File: config.mk
export PLATFORM = sky130hd
export DESIGN_NAME = alu_mul_seq
export DESIGN_NICKNAME = d
export VERILOG_FILES = /design/src/rtl/alu_pkg.sv /design/src/rtl/booth_r4_recode.sv /design/src/rtl/alu_mul_seq.sv
export SDC_FILE = /design/constraint.sdc
export NUM_CORES = 1
export LEC_CHECK = 0
export CORE_MARGIN = 1.5
export CORE_UTILIZATION = 28
export DETAILED_ROUTE_END_ITERATION = 6
export GPL_TIMING_DRIVEN = 0
export SYNTH_ARGS = -nofsm -noshare
export SYNTH_HDL_FRONTEND = slang
export SYNTH_SLANG_ARGS = --single-unit
File: constraint.sdc
create_clock -name clock -period 6.4 [get_ports clock]
set_clock_uncertainty 0.15 [all_clocks]
set_input_delay 1.28 -clock clock [delete_from_list [all_inputs] [get_ports clock]]
set_output_delay 1.28 -clock clock [all_outputs]
set_load 0.02 [all_outputs]
File: src/rtl/alu_pkg.sv
// Shared types for the ALU multiply path: FSM states, radix-4 Booth digits, iteration count.
package alu_pkg;

  typedef enum logic [1:0] {
    IDLE,
    RUN,
    DONE
  } state_t;

  typedef enum logic [2:0] {
    ZERO,
    P1,
    P2,
    M1,
    M2
  } booth_digit_t;

  localparam int ALU_WIDTH = 32;
  localparam int MUL_ITERS = ALU_WIDTH / 2;

  // Maps the overlapping bit triple {q[1], q[0], q[-1]} onto a signed Booth digit.
  function automatic booth_digit_t booth_decode(input logic [2:0] bits);
    booth_digit_t d;
    case (bits)
      3'b001, 3'b010: d = P1;
      3'b011:         d = P2;
      3'b100:         d = M2;
      3'b101, 3'b110: d = M1;
      default:        d = ZERO;
    endcase
    return d;
  endfunction

endpackage

File: src/rtl/booth_r4_recode.sv
// Combinational radix-4 Booth recoder: one multiplier bit-pair plus the previous bit -> digit.
module booth_r4_recode
  import alu_pkg::*;
(
  input  logic [2:0]   bits,
  output booth_digit_t digit
);

  assign digit = booth_decode(bits);

endmodule

File: src/rtl/alu_mul_seq.sv
// Sequential signed WIDTH x WIDTH radix-4 Booth multiplier, two multiplier bits per clock.
// Optional OVF output (product does not fit in WIDTH signed bits) under `ALU_MUL_OVF_EN.
module alu_mul_seq
  import alu_pkg::*;
#(
  parameter int WIDTH = 32
) (
  input  logic             clock,
  input  logic             clear,
  input  logic             start,
  input  logic [WIDTH-1:0] A,
  input  logic [WIDTH-1:0] B,
  output logic             busy,
  output logic             done,
  output logic [WIDTH-1:0] HI,
  output logic [WIDTH-1:0] LO
`ifdef ALU_MUL_OVF_EN
  ,
  output logic             OVF
`endif
);

  localparam int AW    = WIDTH + 2;
  localparam int ITERS = WIDTH / 2;
  localparam int CW    = $clog2(ITERS + 1);
  localparam int TOP   = AW + WIDTH;

  state_t         state;
  logic [AW-1:0]  m_reg;
  logic [AW-1:0]  acc;
  logic [WIDTH-1:0] q_reg;
  logic           q_m1;
  logic [CW-1:0]  cnt;

  booth_digit_t   digit;
  logic [AW-1:0]  addend;
  logic [AW-1:0]  acc_sum;
  logic [TOP:0]   chain;
  logic [TOP:0]   chain_sh;
  logic [AW-1:0]  acc_nxt;
  logic [WIDTH-1:0] q_nxt;
  logic           qm1_nxt;

  booth_r4_recode u_recode (
    .bits  ({q_reg[1:0], q_m1}),
    .digit (digit)
  );

  // acc is two bits wider than the operand so that +/-2M can never wrap.
  always_comb begin
    addend = '0;
    case (digit)
      P1:      addend = m_reg;
      P2:      addend = {m_reg[AW-2:0], 1'b0};
      M1:      addend = -m_reg;
      M2:      addend = -{m_reg[AW-2:0], 1'b0};
      default: addend = '0;
    endcase
    acc_sum  = acc + addend;
    chain    = {acc_sum, q_reg, q_m1};
    chain_sh = {{2{chain[TOP]}}, chain[TOP:2]};
    acc_nxt  = chain_sh[TOP:WIDTH+1];
    q_nxt    = chain_sh[WIDTH:1];
    qm1_nxt  = chain_sh[0];
  end

  always_ff @(posedge clock or posedge clear) begin
    if (clear) begin
      state <= IDLE;
      m_reg <= '0;
      acc   <= '0;
      q_reg <= '0;
      q_m1  <= 1'b0;
      cnt   <= '0;
      busy  <= 1'b0;
      done  <= 1'b0;
      HI    <= '0;
      LO    <= '0;
`ifdef ALU_MUL_OVF_EN
      OVF   <= 1'b0;
`endif
    end else begin
      done <= 1'b0;
      case (state)
        IDLE, DONE: begin
          if (start) begin
            m_reg <= {{2{A[WIDTH-1]}}, A};
            q_reg <= B;
            q_m1  <= 1'b0;
            acc   <= '0;
            cnt   <= CW'(ITERS);
            busy  <= 1'b1;
            state <= RUN;
`ifdef ALU_MUL_OVF_EN
            OVF   <= 1'b0;
`endif
          end else begin
            state <= IDLE;
          end
        end
        RUN: begin
          acc   <= acc_nxt;
          q_reg <= q_nxt;
          q_m1  <= qm1_nxt;
          cnt   <= cnt - CW'(1);
          // Last digit: publish the shifted result directly so done lines up with HI/LO.
          if (cnt == CW'(1)) begin
            HI    <= acc_nxt[WIDTH-1:0];
            LO    <= q_nxt;
            done  <= 1'b1;
            busy  <= 1'b0;
            state <= DONE;
`ifdef ALU_MUL_OVF_EN
            OVF   <= (acc_nxt[WIDTH-1:0] != {WIDTH{q_nxt[WIDTH-1]}});
`endif
          end
        end
        default: begin
          busy  <= 1'b0;
          state <= IDLE;
        end
      endcase
    end
  end

endmodule
==> results by group <==
Status
  – Status: completed

Synthesis
  – Main combinational cell family by area after synthesis: simple AND/OR/NAND/NOR gates
  – Mux contribution to synthesized area: 1.30%
  – Top FF cell, synth: dfrtp_1
  – #FFs+latches synth: 170
  – Ys Warns: 0
  – Synth Cell Area: 0.0100 mm^2
  – Post-synthesis adder-cell area fraction: 4.68%
  – Post-synthesis average cell area: 8.30 um^2
  – Cells after Synth: 1210
  – Compound-Gate Fraction of Synth Area: 18.8%
  – Async set-or-reset flop fraction in the synthesized netlist: 100%
  – Syn Nets: 1314
  – Post-synthesis xor/xnor area fraction: 6.27%
  – Cell variety after synth: 66
  – Post-Synth Simple-Gate Area: 22.7%
  – Post-synth EDFFs: 0
  – Sequential area share after synthesis: 42.4%

Clock tree
  – Clock tree buffer depth: 2
  – H-tree depth: 4
  – Hold-fix buffers, CTS: 0
  – Worst skew pair latency: 0.44 ns
  – CTS sink count: 170
  – CTS clk-pin slew, worst paths: 0.07 ns
  – Root buffer cell: clkbuf_16
  – Post-CTS sizing: 0
  – TritonCTS buffer count: 17
  – CTS tree: built
  – Post-CTS Setup Bufs: 0

Placed design
  – Post-DP HPWL: 24200 um
  – RePlAce Congestion: 0.937
  – Number of port buffers: 132

Detailed routing
  – Average wire per standard cell: 17.6 um
  – DRC: 0
  – DRT antenna net count: 0
  – Vias per cell: 5.05
  – WL final: 32400 um
  – Initial drt markers: 643
  – DR vias: 9261
  – Initial DRT Pass Iterations: 7

Global routing
  – Antenna violations before repair: 0
  – Largest net degree at the start of global routing: 97
  – Vias in the first global route: 8950
  – GRT Total Usage: 17.7%
  – GR Overflow Total: 0
  – First-pass GRT wire length: 50300 um

Floorplan
  – Vert. Die Dim: 192 um
  – Core Region: 0.0354 mm^2
  – Starting Density: 28.4%
  – Die area: 0.0370 mm^2
  – DIE WIDTH: 192 um
  – Ports: 133
  – Rows: 69

Hold path
  – Worst hold path class: register to register
  – Hold depth: 2
  – HP Start: LO[2]$_DFFE_PP0P_

Layout
  – Final nets: 1466
  – Layout cells sized above 1: 4.15%
  – Fillers: 3726
  – Commonest cells after routing, fill and taps aside: nand2_1, dfrtp_1, clkdlybuf4s50_1
  – Commonest non-fill, non-tap cell in the layout: nand2_1
  – Layout area overhead: 24.4%

Worst setup path
  – Setup CP Type: register to register
  – Reg2Reg Depth: 15
  – Setup crit end kind: register
  – Data required time of the worst path: 6.53 ns
  – Critical Path Fanout Max: 10
  – Setup crit start: q_reg[1]$_DFFE_PP0P_
  – R2R Path Start: q_reg[1]$_DFFE_PP0P_
  – CP arrival: 6.16 ns
  – CP startpoint kind: register

Run
  – Maxcap violations: 0

STA
  – Hold Fails Final Rpt: 0
  – Period minus WS final: 6.03 ns
  – Part of the cycle the worst path needs: 94.2%
  – Final Slew Violations: 0
  – RSZ-0062 raised after global routing: false
  – Fmax: 166 MHz
  – Worst-Margin Slew: 0.773 ns
  – Slew headroom: 48.4%
  – Setup TNS: 0 ns
  – Setup violations, final: 0
==> synth_stat cells (4+ instances only) <==
cell	number	area share, %
o221ai_1	4	0.35
o21ai_0	80	4.0
o21ai_1	7	0.35
nand2_1	396	15
mux2i_1	4	0.40
nor4b_1	4	0.35
nor4_1	6	0.37
nand3_1	15	0.75
clkbuf_1	68	2.5
a22oi_1	48	3.6
xnor2_1	44	3.8
o21bai_1	5	0.37
a21o_1	13	0.97
a31oi_1	9	0.56
nand2b_1	15	0.93
or3_1	10	0.62
mux2_2	8	0.90
o31ai_1	4	0.30
and3_1	5	0.31
a211oi_1	10	0.75
nor2b_1	6	0.37
xor2_1	26	2.3
ha_1	36	4.5
a221oi_1	9	0.78
dfrtp_1	170	42
a22o_1	24	2.1
a221o_1	4	0.40
nor2_1	42	1.6
a21oi_1	45	2.2
inv_1	14	0.52
nor3_1	13	0.65
buf_1	12	0.45
==> worst paths after layout <==
kind | to | slack [ns]
max | acc[30]$_DFFE_PP0P_ | 0.37
min | LO[2]$_DFFE_PP0P_ | 0.32
max reg2reg | acc[30]$_DFFE_PP0P_ | 0.37
min reg2reg | LO[2]$_DFFE_PP0P_ | 0.32
max in group asynchronous | m_reg[31]$_DFFE_PP0P_ | 4.08
min in group asynchronous | LO[9]$_DFFE_PP0P_ | 1.17
==> final cells by class <==
type	count	area (um^2)	share of cell area [%]
sequential	170	4250	34.0
buffer	85	334	2.67
multi-input combinational	941	5400	43.2
timing repair buffer	133	1350	10.8
clock inverter	8	65.1	0.521
clock buffer	22	454	3.63
antenna	1	2.50	0.0200
tap	461	577	4.62
inverter	14	60.1	0.481
==> metrics by stage <==
step	hold WS (ns)	setup slack, ns	cells	utilization, %	cell area [um^2]
final	0.321	0.371	1835	35.3	12500
after global routing	0.347	0.0227	1834	35.3	12500
after CTS	0.328	0.435	1834	35.3	12500
after detailed placement	0.311	0.479	1804	33.8	12000
after global placement	0.312	-2.21	1803	33.7	11900
after floorplan	0.296	0.367	1210	-	10000
==> worst max-delay path: stages, from the launching register on <==
cell and delay, ns:
dfrtp_1 0.38, clkbuf_1 0.44, clkbuf_1 0.51, buf_1 0.57, mux2i_1 0.26, o21ai_0 0.23, fa_1 0.55, a211oi_1 0.27
nor2_1 0.13, o311ai_1 0.59, a21oi_1 0.23, o41ai_2 0.60, o21ai_1 0.22, a311oi_1 0.36, xor2_1 0.27, o21ai_0 0.11
==> per-layer routing <==
metal	share of wire, %	global-route usage, %	up-vias
met3	4.9	3.31	62
li1	-	-	4464
met2	46	27.9	259
met4	3.3	7.66	0
met5	0	0	-
met1	45	23.6	4476
==> cell families (layout without fill, tap and decap cells) <==
kind of cell,count (synthesis),after routing
flops,170,170
mux,12,12
xor+xnor,71,71
fa+ha+maj,37,37
buf+inv,99,262
other cells,0,1
compound gates,285,285
simple gates,536,536
Power is not shown: default switching activity piles up to over one toggle a cycle in this logic, so the estimate is an artifact.
